===== config.mk =====
export PLATFORM = sky130hd
export DESIGN_NAME = s32x_fb_write_engine_flat
export DESIGN_NICKNAME = d
export VERILOG_FILES = /design/src/rtl/s32x_fb_write_engine_if.sv /design/src/rtl/s32x_fb_write_engine.sv /design/src/flat_wrapper.sv
export SDC_FILE = /design/constraint.sdc
export NUM_CORES = 1
export LEC_CHECK = 0
export ABC_AREA = 0
export CORE_MARGIN = 8
export CORE_UTILIZATION = 40
export CTS_BUF_LIST = sky130_fd_sc_hd__clkbuf_8
export DETAILED_ROUTE_END_ITERATION = 8
export DONT_BUFFER_PORTS = 1
export SYNTH_ARGS = -nofsm -noshare
export SYNTH_HDL_FRONTEND = slang
export SYNTH_SLANG_ARGS = --single-unit

===== constraint.sdc =====
create_clock -name CLK -period 2.7 [get_ports CLK]
set_input_delay 0.27 -clock CLK [delete_from_list [all_inputs] [get_ports CLK]]
set_output_delay 0.27 -clock CLK [all_outputs]
set_load 0.02 [all_outputs]

===== src/rtl/s32x_fb_write_engine_if.sv =====
// Host write/read, fill control and draw-port bundle for the 32X framebuffer write engine.
interface s32x_fb_write_engine_if #(
  parameter int ADDR_W     = 16,
  parameter int FILL_LEN_W = 8
);
  logic                  CE;
  logic                  BLOCK;
  logic                  H_WR;
  logic [ADDR_W:0]       H_ADDR;
  logic [15:0]           H_DI;
  logic [1:0]            H_BE;
  logic                  H_FULL;
  logic                  H_EMPTY;
  logic                  H_OVF;
  logic                  H_RD;
  logic [ADDR_W-1:0]     H_RD_ADDR;
  logic                  H_RD_ACK;
  logic [15:0]           H_DO;
  logic                  FILL_START;
  logic [ADDR_W-1:0]     FILL_ADDR;
  logic [15:0]           FILL_DATA;
  logic [FILL_LEN_W-1:0] FILL_LEN;
  logic                  FILL_BUSY;
  logic [ADDR_W-1:0]     FILL_ADDR_CUR;
  logic [ADDR_W-1:0]     FB_A;
  logic [15:0]           FB_DO;
  logic [1:0]            FB_WE;
  logic                  FB_RD;
  logic [15:0]           FB_DI;

  modport master (
    output CE, BLOCK, H_WR, H_ADDR, H_DI, H_BE, H_RD, H_RD_ADDR,
           FILL_START, FILL_ADDR, FILL_DATA, FILL_LEN, FB_DI,
    input  H_FULL, H_EMPTY, H_OVF, H_RD_ACK, H_DO, FILL_BUSY, FILL_ADDR_CUR,
           FB_A, FB_DO, FB_WE, FB_RD
  );

  modport slave (
    input  CE, BLOCK, H_WR, H_ADDR, H_DI, H_BE, H_RD, H_RD_ADDR,
           FILL_START, FILL_ADDR, FILL_DATA, FILL_LEN, FB_DI,
    output H_FULL, H_EMPTY, H_OVF, H_RD_ACK, H_DO, FILL_BUSY, FILL_ADDR_CUR,
           FB_A, FB_DO, FB_WE, FB_RD
  );
endinterface


===== src/rtl/s32x_fb_write_engine.sv =====
// 32X framebuffer write engine: host write FIFO with overwrite byte masking, paced auto-fill
// and a host read path, arbitrated onto a single draw port.
module s32x_fb_write_engine #(
  parameter int ADDR_W      = 16,
  parameter int DEPTH       = 4,
  parameter int FILL_LEN_W  = 8,
  parameter int WRAP_W      = 8,
  parameter int WR_HOLD     = 5,
  parameter int RD_HOLD     = 7,
  parameter int FILL_PERIOD = 3
) (
  input logic                   CLK,
  input logic                   RST_N,
  s32x_fb_write_engine_if.slave bus
);

  localparam int PTR_W    = $clog2(DEPTH);
  localparam int LVL_W    = PTR_W + 1;
  localparam int ENT_W    = ADDR_W + 1 + 2 + 16;
  localparam int HOLD_MAX = (WR_HOLD > RD_HOLD) ? WR_HOLD : RD_HOLD;
  localparam int HOLD_W   = (HOLD_MAX < 1) ? 1 : $clog2(HOLD_MAX + 1);
  localparam int PH_W     = (FILL_PERIOD < 2) ? 1 : $clog2(FILL_PERIOD);

  localparam logic [ADDR_W-1:0] WRAP_MASK = {ADDR_W{1'b1}} >> (ADDR_W - WRAP_W);

  localparam logic [2:0] ST_IDLE      = 3'd0;
  localparam logic [2:0] ST_DRAIN     = 3'd1;
  localparam logic [2:0] ST_READ      = 3'd2;
  localparam logic [2:0] ST_FILL_PEND = 3'd3;
  localparam logic [2:0] ST_FILL      = 3'd4;

  // Overwrite region never writes a zero byte; the normal region only suppresses zero single-byte writes.
  function automatic logic [1:0] lane_we(input logic ow, input logic [1:0] be, input logic [15:0] d);
    logic [1:0] nz;
    nz = {|d[15:8], |d[7:0]};
    if (!ow && (be == 2'b11)) lane_we = 2'b11;
    else                      lane_we = be & nz;
  endfunction

  function automatic logic [ADDR_W-1:0] wrap_inc(input logic [ADDR_W-1:0] a);
    wrap_inc = (a & ~WRAP_MASK) | ((a + ADDR_W'(1)) & WRAP_MASK);
  endfunction

  logic [ENT_W-1:0]      mem_r [DEPTH];
  logic [PTR_W-1:0]      wr_ptr_r, rd_ptr_r;
  logic [LVL_W-1:0]      level_r, level_s;
  logic                  full_r, empty_r, ovf_r;
  logic                  full_now_s, push_ok_s, pop_s;
  logic [ENT_W-1:0]      head_s;

  logic [2:0]            st_r, st_s;
  logic [HOLD_W-1:0]     cnt_r, cnt_s;
  logic [PH_W-1:0]       ph_r, ph_s;
  logic [FILL_LEN_W-1:0] fcnt_r, fcnt_s;
  logic [ADDR_W-1:0]     fadr_r, fadr_s;
  logic [15:0]           fdat_r, fdat_s;
  logic                  fbusy_r, fbusy_s;
  logic [ADDR_W-1:0]     fb_a_r, fb_a_s;
  logic [15:0]           fb_do_r, fb_do_s;
  logic [1:0]            fb_we_r, fb_we_s;
  logic                  fb_rd_r, fb_rd_s;
  logic                  ack_r, ack_s;
  logic [15:0]           do_r, do_s;

  assign full_now_s = (level_r == LVL_W'(DEPTH));
  assign push_ok_s  = bus.H_WR && !full_now_s;
  assign head_s     = mem_r[rd_ptr_r];

  // Next-state, draw-port and fill-register computation.
  always_comb begin
    st_s    = st_r;
    cnt_s   = cnt_r;
    ph_s    = ph_r;
    fb_a_s  = fb_a_r;
    fb_do_s = fb_do_r;
    fb_we_s = fb_we_r;
    fb_rd_s = fb_rd_r;
    ack_s   = 1'b0;
    do_s    = do_r;
    pop_s   = 1'b0;

    if (bus.FILL_START && !fbusy_r) begin
      fadr_s  = bus.FILL_ADDR;
      fdat_s  = bus.FILL_DATA;
      fcnt_s  = bus.FILL_LEN;
      fbusy_s = 1'b1;
    end else begin
      fadr_s  = fadr_r;
      fdat_s  = fdat_r;
      fcnt_s  = fcnt_r;
      fbusy_s = fbusy_r;
    end

    case (st_r)
      ST_IDLE: begin
        if (fbusy_r) begin
          st_s = ST_FILL_PEND;
        end else if ((level_r != {LVL_W{1'b0}}) && !bus.BLOCK) begin
          st_s    = ST_DRAIN;
          pop_s   = 1'b1;
          cnt_s   = {HOLD_W{1'b0}};
          fb_a_s  = head_s[ENT_W-2 -: ADDR_W];
          fb_do_s = head_s[15:0];
          fb_we_s = lane_we(head_s[ENT_W-1], head_s[17:16], head_s[15:0]);
        end else if (bus.H_RD && empty_r && !ack_r && !bus.BLOCK) begin
          // The ack cycle is skipped so a host dropping H_RD on ack does not re-trigger.
          st_s    = ST_READ;
          cnt_s   = {HOLD_W{1'b0}};
          fb_a_s  = bus.H_RD_ADDR;
          fb_rd_s = 1'b1;
        end else begin
          st_s = ST_IDLE;
        end
      end
      ST_DRAIN: begin
        if (cnt_r == HOLD_W'(WR_HOLD)) begin
          st_s    = ST_IDLE;
          fb_we_s = 2'b00;
        end else begin
          cnt_s = cnt_r + HOLD_W'(1);
        end
      end
      ST_READ: begin
        if (cnt_r == HOLD_W'(RD_HOLD)) begin
          st_s    = ST_IDLE;
          fb_rd_s = 1'b0;
          do_s    = bus.FB_DI;
          ack_s   = 1'b1;
        end else begin
          cnt_s = cnt_r + HOLD_W'(1);
        end
      end
      ST_FILL_PEND: begin
        if (bus.CE && !bus.BLOCK) begin
          st_s    = ST_FILL;
          ph_s    = {PH_W{1'b0}};
          fb_a_s  = fadr_r;
          fb_do_s = fdat_r;
          fb_we_s = 2'b11;
        end else begin
          st_s = ST_FILL_PEND;
        end
      end
      ST_FILL: begin
        if (bus.CE) begin
          if (ph_r == PH_W'(FILL_PERIOD - 1)) begin
            ph_s   = {PH_W{1'b0}};
            fadr_s = wrap_inc(fadr_r);
            if (fcnt_r == {FILL_LEN_W{1'b0}}) begin
              st_s    = ST_IDLE;
              fbusy_s = 1'b0;
              fb_we_s = 2'b00;
            end else begin
              fcnt_s  = fcnt_r - FILL_LEN_W'(1);
              fb_a_s  = wrap_inc(fadr_r);
              fb_do_s = fdat_r;
              fb_we_s = 2'b11;
            end
          end else begin
            ph_s    = ph_r + PH_W'(1);
            fb_we_s = 2'b00;
          end
        end else begin
          ph_s = ph_r;
        end
      end
      default: begin
        st_s    = ST_IDLE;
        fb_we_s = 2'b00;
        fb_rd_s = 1'b0;
      end
    endcase
  end

  // FIFO level; a push while full is rejected even when a pop frees a slot this cycle.
  always_comb begin
    level_s = level_r + {{(LVL_W-1){1'b0}}, push_ok_s} - {{(LVL_W-1){1'b0}}, pop_s};
  end

  // FIFO storage (data only, no reset needed).
  always_ff @(posedge CLK) begin
    if (push_ok_s) mem_r[wr_ptr_r] <= {bus.H_ADDR, bus.H_BE, bus.H_DI};
  end

  // State, pointers, flags and registered outputs.
  always_ff @(posedge CLK or negedge RST_N) begin
    if (!RST_N) begin
      wr_ptr_r <= {PTR_W{1'b0}};
      rd_ptr_r <= {PTR_W{1'b0}};
      level_r  <= {LVL_W{1'b0}};
      full_r   <= 1'b0;
      empty_r  <= 1'b1;
      ovf_r    <= 1'b0;
      st_r     <= ST_IDLE;
      cnt_r    <= {HOLD_W{1'b0}};
      ph_r     <= {PH_W{1'b0}};
      fcnt_r   <= {FILL_LEN_W{1'b0}};
      fadr_r   <= {ADDR_W{1'b0}};
      fdat_r   <= 16'h0000;
      fbusy_r  <= 1'b0;
      fb_a_r   <= {ADDR_W{1'b0}};
      fb_do_r  <= 16'h0000;
      fb_we_r  <= 2'b00;
      fb_rd_r  <= 1'b0;
      ack_r    <= 1'b0;
      do_r     <= 16'h0000;
    end else begin
      if (push_ok_s) wr_ptr_r <= wr_ptr_r + PTR_W'(1);
      if (pop_s)     rd_ptr_r <= rd_ptr_r + PTR_W'(1);
      level_r  <= level_s;
      full_r   <= (level_s == LVL_W'(DEPTH));
      empty_r  <= (level_s == {LVL_W{1'b0}}) && (st_s != ST_DRAIN);
      ovf_r    <= ovf_r | (bus.H_WR && full_now_s);
      st_r     <= st_s;
      cnt_r    <= cnt_s;
      ph_r     <= ph_s;
      fcnt_r   <= fcnt_s;
      fadr_r   <= fadr_s;
      fdat_r   <= fdat_s;
      fbusy_r  <= fbusy_s;
      fb_a_r   <= fb_a_s;
      fb_do_r  <= fb_do_s;
      fb_we_r  <= fb_we_s;
      fb_rd_r  <= fb_rd_s;
      ack_r    <= ack_s;
      do_r     <= do_s;
    end
  end

  assign bus.H_FULL        = full_r;
  assign bus.H_EMPTY       = empty_r;
  assign bus.H_OVF         = ovf_r;
  assign bus.H_RD_ACK      = ack_r;
  assign bus.H_DO          = do_r;
  assign bus.FILL_BUSY     = fbusy_r;
  assign bus.FILL_ADDR_CUR = fadr_r;
  assign bus.FB_A          = fb_a_r;
  assign bus.FB_DO         = fb_do_r;
  assign bus.FB_WE         = fb_we_r;
  assign bus.FB_RD         = fb_rd_r;

endmodule


===== src/flat_wrapper.sv =====
// flat-port wrapper written by rule: the top's interface ports become plain ports
module s32x_fb_write_engine_flat 
#(
  parameter int ADDR_W      = 16,
  parameter int DEPTH       = 4,
  parameter int FILL_LEN_W  = 8,
  parameter int WRAP_W      = 8,
  parameter int WR_HOLD     = 5,
  parameter int RD_HOLD     = 7,
  parameter int FILL_PERIOD = 3
)
  (CLK, RST_N, bus_CE, bus_BLOCK, bus_H_WR, bus_H_ADDR, bus_H_DI, bus_H_BE, bus_H_RD, bus_H_RD_ADDR, bus_FILL_START, bus_FILL_ADDR, bus_FILL_DATA, bus_FILL_LEN, bus_FB_DI, bus_H_FULL, bus_H_EMPTY, bus_H_OVF, bus_H_RD_ACK, bus_H_DO, bus_FILL_BUSY, bus_FILL_ADDR_CUR, bus_FB_A, bus_FB_DO, bus_FB_WE, bus_FB_RD);
  s32x_fb_write_engine_if #(.ADDR_W(ADDR_W), .FILL_LEN_W(FILL_LEN_W)) bus_i ();
  input logic CLK;
  input logic RST_N;
  input wire logic [$bits(bus_i.CE)-1:0] bus_CE;
  input wire logic [$bits(bus_i.BLOCK)-1:0] bus_BLOCK;
  input wire logic [$bits(bus_i.H_WR)-1:0] bus_H_WR;
  input wire logic [$bits(bus_i.H_ADDR)-1:0] bus_H_ADDR;
  input wire logic [$bits(bus_i.H_DI)-1:0] bus_H_DI;
  input wire logic [$bits(bus_i.H_BE)-1:0] bus_H_BE;
  input wire logic [$bits(bus_i.H_RD)-1:0] bus_H_RD;
  input wire logic [$bits(bus_i.H_RD_ADDR)-1:0] bus_H_RD_ADDR;
  input wire logic [$bits(bus_i.FILL_START)-1:0] bus_FILL_START;
  input wire logic [$bits(bus_i.FILL_ADDR)-1:0] bus_FILL_ADDR;
  input wire logic [$bits(bus_i.FILL_DATA)-1:0] bus_FILL_DATA;
  input wire logic [$bits(bus_i.FILL_LEN)-1:0] bus_FILL_LEN;
  input wire logic [$bits(bus_i.FB_DI)-1:0] bus_FB_DI;
  output wire logic [$bits(bus_i.H_FULL)-1:0] bus_H_FULL;
  output wire logic [$bits(bus_i.H_EMPTY)-1:0] bus_H_EMPTY;
  output wire logic [$bits(bus_i.H_OVF)-1:0] bus_H_OVF;
  output wire logic [$bits(bus_i.H_RD_ACK)-1:0] bus_H_RD_ACK;
  output wire logic [$bits(bus_i.H_DO)-1:0] bus_H_DO;
  output wire logic [$bits(bus_i.FILL_BUSY)-1:0] bus_FILL_BUSY;
  output wire logic [$bits(bus_i.FILL_ADDR_CUR)-1:0] bus_FILL_ADDR_CUR;
  output wire logic [$bits(bus_i.FB_A)-1:0] bus_FB_A;
  output wire logic [$bits(bus_i.FB_DO)-1:0] bus_FB_DO;
  output wire logic [$bits(bus_i.FB_WE)-1:0] bus_FB_WE;
  output wire logic [$bits(bus_i.FB_RD)-1:0] bus_FB_RD;
  assign bus_i.CE = bus_CE;
  assign bus_i.BLOCK = bus_BLOCK;
  assign bus_i.H_WR = bus_H_WR;
  assign bus_i.H_ADDR = bus_H_ADDR;
  assign bus_i.H_DI = bus_H_DI;
  assign bus_i.H_BE = bus_H_BE;
  assign bus_i.H_RD = bus_H_RD;
  assign bus_i.H_RD_ADDR = bus_H_RD_ADDR;
  assign bus_i.FILL_START = bus_FILL_START;
  assign bus_i.FILL_ADDR = bus_FILL_ADDR;
  assign bus_i.FILL_DATA = bus_FILL_DATA;
  assign bus_i.FILL_LEN = bus_FILL_LEN;
  assign bus_i.FB_DI = bus_FB_DI;
  assign bus_H_FULL = bus_i.H_FULL;
  assign bus_H_EMPTY = bus_i.H_EMPTY;
  assign bus_H_OVF = bus_i.H_OVF;
  assign bus_H_RD_ACK = bus_i.H_RD_ACK;
  assign bus_H_DO = bus_i.H_DO;
  assign bus_FILL_BUSY = bus_i.FILL_BUSY;
  assign bus_FILL_ADDR_CUR = bus_i.FILL_ADDR_CUR;
  assign bus_FB_A = bus_i.FB_A;
  assign bus_FB_DO = bus_i.FB_DO;
  assign bus_FB_WE = bus_i.FB_WE;
  assign bus_FB_RD = bus_i.FB_RD;
  s32x_fb_write_engine #(.ADDR_W(ADDR_W), .DEPTH(DEPTH), .FILL_LEN_W(FILL_LEN_W), .WRAP_W(WRAP_W), .WR_HOLD(WR_HOLD), .RD_HOLD(RD_HOLD), .FILL_PERIOD(FILL_PERIOD)) u_core (.CLK(CLK), .RST_N(RST_N), .bus(bus_i));
endmodule

# Word-level counts from Yosys, hierarchy flattened
# Memories as Yosys holds them, arrays and structs flattened.
# Cells that the tools add are included.
# W data, S select, Z words.
# word_totals
inputBits	114
wordCells	159
ramBits	140
memories	1
out_inout_bits	72
register_bits	111
# memory_table
name	depth	width	read_ports	rd_clocked_by_memory_dff	write_ports	line_no	source
u_core.mem_r	4	35	1	0	1	s32x_fb_write_engine.sv:44	logic [ENT_W-1:0] mem_r [DEPTH];
# classes
muxes	70
bitwise_logic	5
add_sub_neg	8
n_eq_ne	24
reduce_logical	32
# op_table
cell	count
$mux W16	17
$pmux W16 S3	2
$mux W8	5
$mux W3	13
$mux W2	12
$mux W1	16
$or A16 B8 Y16	1
$reduce_or A8 Y1	2
$eq A3 B3 Y1 const B	5
$pmux W3 S5	1
$reduce_and A7 Y1	2
$ne A2 B1 Y1 const B	6
$ne A2 B2 Y1 const B	6
$logic_and A1 B1 Y1	10
$pmux W2 S5	1
$reduce_and A5 Y1	2
$pmux W3 S3	1
$reduce_bool A3 Y1	3
$add A8 B1 Y8 const B	1
$logic_not A8 Y1	1
$sub A8 B1 Y8 const B	1
$add A2 B1 Y2 const B	3
$eq A3 B2 Y1 const B	2
$logic_not A3 Y1	2
other kinds (17)	24

# Depth between registers and ports, before layout
# Gate-level depths: netlist of run 1.
# depth
depth_word	9
ltp_mapped	9
mapped_depth_nobuf	9

# Worst setup path before layout of run 1
# No wires, ideal clock.
# synth_path
path_kind	flip-flop to flip-flop
startpoint	register u_core.st_r[2]
endpoint	register u_core.empty_r, in the netlist u_core.bus.H_EMPTY
path_buffers	0
path_stages_with_launch	8
t_arrival_ns	2.385
setup_ns	0.097
setup_slack_ns	0.218
cell_sequence	dfrtp_1 or3_4 nor3_1 ha_1 inv_1 ha_1 fa_1 nor4_1
# synth_via
word_cells_on_any_way	16
# synth_lines
element	line_no	source
start, declared	s32x_fb_write_engine.sv:51	logic [2:0] st_r, st_s;
start signal, assigned	s32x_fb_write_engine.sv:214	st_r <= st_s;
$logic_not A3 Y1	s32x_fb_write_engine.sv:94	case (st_r)
$mux W1	s32x_fb_write_engine.sv:94	
named net u_core.pop_s	s32x_fb_write_engine.sv:48	logic full_now_s, push_ok_s, pop_s;
$sub A3 B1 Y3	s32x_fb_write_engine.sv:177	level_s = level_r + {{(LVL_W-1){1'b0}}, push_ok_s} - {{(LVL_W-1){1'b0}}, pop_s};
named net u_core.level_s[1]	s32x_fb_write_engine.sv:46	logic [LVL_W-1:0] level_r, level_s;
$logic_not A3 Y1	s32x_fb_write_engine.sv:212	empty_r <= (level_s == {LVL_W{1'b0}}) && (st_s != ST_DRAIN);
$logic_and A1 B1 Y1	s32x_fb_write_engine.sv:212	
end signal, assigned	s32x_fb_write_engine.sv:212	
end, declared	s32x_fb_write_engine.sv:47	logic full_r, empty_r, ovf_r;
# The timed path passes the listed nets, and every way through them passes these cells.
# A chain may end at the register's enable or synchronous reset.

# Final worst setup path of run 1
# layout_path
startpoint	register u_core.level_r[1]
endpoint	register u_core.full_r, in the netlist u_core.bus.H_FULL
# layout_via
elab_chain_len	7
word_cells_on_any_way	11
# layout_lines
element	line_no	source
start, declared	s32x_fb_write_engine.sv:46	
start signal, assigned	s32x_fb_write_engine.sv:190	level_r <= {LVL_W{1'b0}};
start signal, assigned	s32x_fb_write_engine.sv:210	level_r <= level_s;
$reduce_bool A3 Y1	s32x_fb_write_engine.sv:98	end else if ((level_r != {LVL_W{1'b0}}) && !bus.BLOCK) begin
$logic_and A1 B1 Y1	s32x_fb_write_engine.sv:98	
$mux W1	s32x_fb_write_engine.sv:98	
$mux W1	s32x_fb_write_engine.sv:96	if (fbusy_r) begin
$mux W1	s32x_fb_write_engine.sv:94	
named net u_core.pop_s	s32x_fb_write_engine.sv:48	
$sub A3 B1 Y3	s32x_fb_write_engine.sv:177	
named net u_core.level_s[2]	s32x_fb_write_engine.sv:46	
$eq A3 B3 Y1	s32x_fb_write_engine.sv:211	full_r <= (level_s == LVL_W'(DEPTH));
end signal, assigned	s32x_fb_write_engine.sv:211	
end, declared	s32x_fb_write_engine.sv:47	
# The timed path passes the listed nets, and every way through them passes these cells.

==> impl_metrics.yaml, run 1 <==
timing:
  rsz0062_at_grt: "false"
  finalHoldViolations: 0
  setup_viol_count_final: 0
  relSlewSlack_pct: 48.3
  skew_ns: 0.0153
  post-route-min-period_ns: 2.56
  min_period_over_period_pct: 94.7
  setup-tns-final_ns: 0
  drv_slew: 0
  max_freq_ghz: 0.391
  worst_pin_slew_ns: 0.756
global_route:
  grt_max_degree: 112
  grt_pass1_wl_mm: 41.7
  grt_util_all_layers_pct: 16.0
  grt_overflow: 0
  antenna_found_initial: 3
  grt_pass1_vias: 7140
placed_design:
  postPlaceCellArea_um2: 11400
  gp_congestion: 0.871
  portBuffers: 0
  dp_hpwl_mm: 18.1
drt:
  vias_per_cell: 5.45
  post_drt_wl_per_cell_um: 21.7
  first_iter_violations: 595
  routed_wl_mm: 26.8
  detail-route-antenna-nets: 0
  dr.pass1.iters: 5
  drc: 0
  vias: 6722
synth:
  synth-main-ff-cell: "edfxtp_1"
  synthTopCellsByArea: "edfxtp_1, dfrtp_1, mux2_2"
  synth_mux_area_share_pct: 16.6
  async_reset_ff_share_pct: 44.2
  synth_cell_type_count: 75
  synthesis.area_um2: 11000
  ys_warn_count: 0
  synth_top_area_share_pct: 38.4
  synth_top_area_cell: "edfxtp_1"
  synth_xor_xnor_area_share_pct: 0.480
  ys_seq_area_share_pct: 63.8
  syn_nets: 854
  synthAdderAreaFrac_pct: 1.44
  ys_seq_elements: 251
  syn_inst: 728
  synth_top_family_by_area: "multiplexers"
  synth_compound_gate_area_share_pct: 7.17
  syn_avg_cell_area_um2: 15.0
  synth_edf_count: 140
  synth-simple-area-share_pct: 8.13
clocking:
  path_clk_slew_ns: 0.06
  clock_sinks: 251
  clk_path_buf_depth: 3
  clk_latency_ns: 0.54
  cts_root_buf: "clkbuf_8"
  cts_tree: "yes"
  cts.htree.levels: 2
  cts_buffers: 42
layout:
  drive_gt1_share_pct: 23.9
  layout_commonest_cell: "edfxtp_1"
  seqCellArea_um2: 6980
  n_fill_cell: 2247
  multiInputGateArea_um2: 3740
  layout_common_cells: "edfxtp_1, dfrtp_1, dlygate4sd3_1"
  final_nets: 987
  finish.instance_area_um2: 13300
  area_growth_pct: 21.4
floorplan:
  die-area_um2: 32900
  num_rows: 60
  ios: 186
  start_util_pct: 40.6
  core_um2: 27000
  die_width_um: 181
  die_y_um: 181
setup_path:
  cp.arrival_ns: 3.00
  start_kind: "register"
  required_ns: 3.14
  max_stage_delay_ns: 0.44
  cp_common_cell: "ha_1"
  cp_cell_sequence: "or3_4 > nand2_1 > nor3_2 > ha_1 > inv_1 > ha_1 > fa_1 > xnor2_2 > nor3b_1"
  cp_max_fo: 4
  cp-end-kind: "register"
  crit_type: "register to register"
  slowest_stage: "fa_1"
power:
  power_density_nw_per_um2: 988
  leakagePower_nw: 5.10
  vdd_ir_drop_max_mv: 0.384
hold_path:
  min-delay-path-class: "input pin to register"
job:
  maxCapViolCount: 0
outcome:
  status: "complete, no violations"
-- cells in the mapped netlist, drive strengths merged, types with 5 or more instances --
cell / count
nor2: 29
a21o: 5
buf: 16
nand2: 83
edfxtp: 140
o31ai: 5
a211oi: 9
nor4: 6
mux2i: 13
inv: 13
dfrtp: 110
mux4: 35
nor3: 13
and2: 5
a21oi: 18
mux2: 73
clkbuf: 20
nand3: 7
nand2b: 7
o21ai: 34
ha: 11
-- layer usage --
metal | global-route usage (%) | routed length (µm) | share of wire, %
met4 | 5.71 | 781 | 2.9
met5 | 0 | 13 | 0.049
met2 | 27.0 | 13300 | 50
met1 | 19.8 | 11100 | 42
met3 | 3.81 | 1580 | 5.9
-- worst max-delay path, delay by kind of cell (launching register included) --
kind / cells / cell delay [ns]
buffers and inverters: 1 / 0.04
adder cells (fa/ha/maj): 3 / 0.94
AND/OR/NAND/NOR: 4 / 0.84
XOR/XNOR: 1 / 0.24
flip-flops: 1 / 0.41
-- layout make-up --
cell class	instances	area share, %
Inverter	13	0.367
Clock buffer	50	5.18
Clock inverter	24	1.18
Sequential cell	251	52.5
Multi-Input combinational cell	428	28.1
Antenna cell	2	0.0376
Tap cell	341	3.21
Timing Repair Buffer	125	9.37
-- state kept, by name, indices dropped and copies added, names as in the netlist --
name / flops
u_core.bus.FB_A: 16
u_core.bus.FB_DO: 16
u_core.bus.FB_RD: 1
u_core.bus.FB_WE: 2
u_core.bus.FILL_ADDR_CUR: 16
u_core.bus.FILL_BUSY: 1
u_core.bus.H_DO: 16
u_core.bus.H_EMPTY: 1
u_core.bus.H_FULL: 1
u_core.bus.H_OVF: 1
u_core.bus.H_RD_ACK: 1
u_core.cnt_r: 3
u_core.fcnt_r: 8
u_core.fdat_r: 16
u_core.level_r: 3
u_core.mem_r: 140
u_core.ph_r: 2
u_core.rd_ptr_r: 2
u_core.st_r: 3
u_core.wr_ptr_r: 2
-- stage by stage --
step | hold WS [ns] | util, % | instances | setup slack (ns) | power (mW)
2_1_floorplan | -0.0256 | - | 728 | 0.218 | 8.66
3_3_place_gp | -0.0211 | 42.5 | 1062 | 0.265 | 9.47
3_5_place_dp | -0.0219 | 42.5 | 1062 | 0.0919 | 9.66
4_1_cts | 0.0298 | 49.2 | 1232 | 0.0732 | 13.2
5_1_grt | 0.0305 | 49.3 | 1234 | 0.0137 | 13.8
6_report | 0.0567 | 49.3 | 1234 | 0.143 | 13.1
-- power by group --
group	internal (mW)	switching, mW	total, mW
clock	1.87	1.49	3.36
sequential	5.08	1.09	6.17
combinational	1.77	1.84	3.61
-- worst paths after layout --
kind	start	end	slack, ns	cells after the start
max in group asynchronous	RST_N	u_core.fcnt_r[2]	1.87	2
min reg2reg	u_core.fdat_r[0]	u_core.fdat_r[0]	0.47	2
max reg2reg	u_core.level_r[1]	u_core.bus.H_FULL	0.14	9
min in group asynchronous	RST_N	u_core.bus.FB_DO[7]	0.34	2
min	bus_FILL_LEN[7]	u_core.fcnt_r[7]	0.06	2
max	u_core.level_r[1]	u_core.bus.H_FULL	0.14	9
-- kinds of logic after synthesis --
logic type	count (synthesis)
XOR/XNOR	6
AO/OA/AOI/OAI	112
AND/OR/NAND/NOR	177
buffers and inverters	49
adder cells (fa/ha/maj)	12
flip-flops	251
multiplexers	121
-- repair_timing --
item | CTS | global route
hold endpoints to repair | 311 | 0
hold buffers | 96 | 0
gates resized for setup | 0 | 3
buffers inserted | 0 | 0
setup endpoints to repair | 0 | 1
Power figures use the tool's default switching activity.
==> run 2, diff against run 1 <==
Settings changed: HOLD_SLACK_MARGIN set to 0.05.
==> impl_metrics.yaml, run 2 (same netlist as run 1, synthesis figures left out) <==
timing:
  post-route-min-period_ns: 2.56
  max_freq_ghz: 0.391
  worst_pin_slew_ns: 0.764
  relSlewSlack_pct: 47.8
  setup-tns-final_ns: 0
  min_period_over_period_pct: 94.8
  timing.final.ws_setup_ns: 0.142
  finalHoldViolations: 0
  rsz0062_at_grt: "false"
  setup_viol_count_final: 0
  skew_ns: 0.0156
  drv_slew: 0
clocking:
  cts.htree.levels: 2
  clock_sinks: 251
  clk_latency_ns: 0.54
  cts_tree: "yes"
  cts_buffers: 42
  clk_path_buf_depth: 3
  cts_setup_buffers: 0
  cts_root_buf: "clkbuf_8"
  path_clk_slew_ns: 0.06
setup_path:
  start_kind: "register"
  crit_buf_inv: 1
  cp-end-kind: "register"
  required_ns: 3.14
  cp_max_fo: 4
  path_delay_family: "adder cells"
  cp_cell_sequence: "or3_4 > nand2_1 > nor3_2 > ha_1 > inv_1 > ha_1 > fa_1 > xnor2_2 > nor3b_1"
  crit_type: "register to register"
  cp_common_cell: "ha_1"
  slowest_stage: "fa_1"
  max_stage_delay_ns: 0.44
  cp.arrival_ns: 3.00
global_route:
  grt_pass1_vias: 7178
  grt_pass1_wl_mm: 41.8
  grt_max_degree: 112
  antenna_found_initial: 4
  grt_util_all_layers_pct: 16.0
  grt_overflow: 0
drt:
  vias_per_cell: 5.43
  dr.pass1.iters: 6
  detail-route-antenna-nets: 0
  drc: 0
  first_iter_violations: 513
  post_drt_wl_per_cell_um: 21.7
  vias: 6716
  routed_wl_mm: 26.9
floorplan:
  die_width_um: 181
  start_util_pct: 40.6
  num_rows: 60
  die_y_um: 181
  die-area_um2: 32900
  core_um2: 27000
  ios: 186
layout:
  layout_commonest_cell: "edfxtp_1"
  final_nets: 989
  regMostFlops: "u_core.mem_r"
  drive_gt1_share_pct: 23.9
  layout_common_cells: "edfxtp_1, dfrtp_1, dlygate4sd3_1"
  area_growth_pct: 21.6
  instances_no_fill: 1237
  largest_reg_flops: 140
job:
  maxCapViolCount: 0
placed_design:
  gp_congestion: 0.871
  dp_hpwl_mm: 18.1
  pre_cts_slack_ns: 0.0919
  place_inst: 1062
  portBuffers: 0
hold_path:
  min-delay-path-class: "input pin to register"
outcome:
  status: "complete, no violations"
power:
  leakagePower_nw: 5.11
  power_density_nw_per_um2: 987
  vdd_ir_drop_max_mv: 0.382
  finalPower_mw: 13.1
## run 2: cell count changes in the layout (fill, tap and decap cells not counted), sizes merged
cell | previous run | this run
dlygate4sd3 | 95 | 97
diode | 2 | 3
## run 2: tightest hold or removal path, delay by kind of cell
kind | cells | cell delay (ns)
AO/OA/AOI/OAI | 1 | 0.13
multiplexers | 2 | 0.19
## run 2: timing repair
| item | CTS | global route |
|---|---|---|
| setup endpoints to repair | 0 | 1 |
| hold endpoints to repair | 313 | 0 |
| hold buffers | 98 | 0 |
| resized for setup | 0 | 3 |
## run 2: layout make-up
cell class | count | area, µm²
multi-input combinational | 428 | 3740
fill | 2249 | 13600
timing repair buffer | 127 | 1270
inverter | 13 | 48.8
clock buffer | 50 | 688
clock inverter | 24 | 156
tap | 341 | 427
sequential | 251 | 6980
antenna | 3 | 7.51
## run 2: per-layer routing
layer / up-vias / wire [µm] / track usage (%)
li1: 3053 / - / -
met1: 3370 / 11100 / 19.8
met2: 236 / 13400 / 27.0
met3: 55 / 1650 / 3.81
met4: 2 / 731 / 6.00
met5: - / 13 / 0
## run 2: power by group
group | switching (mW) | internal, mW
Clock | 1.49 | 1.87
Combinational | 1.84 | 1.77
Sequential | 1.09 | 5.08
Total | 4.42 | 8.72
## run 2: worst paths after layout
kind / from / to / slack [ns] / cells past startpoint
max: u_core.level_r[1] / u_core.bus.H_FULL / 0.14 / 9
min: bus_H_RD_ADDR[10] / u_core.bus.FB_A[10] / 0.08 / 3
max reg2reg: u_core.level_r[1] / u_core.bus.H_FULL / 0.14 / 9
min reg2reg: u_core.fdat_r[0] / u_core.fdat_r[0] / 0.47 / 2
max in group asynchronous: RST_N / u_core.fcnt_r[2] / 1.86 / 2
min in group asynchronous: RST_N / u_core.fdat_r[5] / 0.33 / 2
## run 2: metrics by stage
| stage | hold slack [ns] | util [%] | instance area, µm² |
|---|---|---|---|
| finish | 0.0828 | 49.4 | 13300 |
| global route | 0.0686 | 49.4 | 13300 |
| CTS | 0.0501 | 49.3 | 13300 |
| detailed placement | -0.0219 | 42.5 | 11400 |
| global placement | -0.0211 | 42.5 | 11400 |
| floorplan | -0.0256 | - | 11000 |
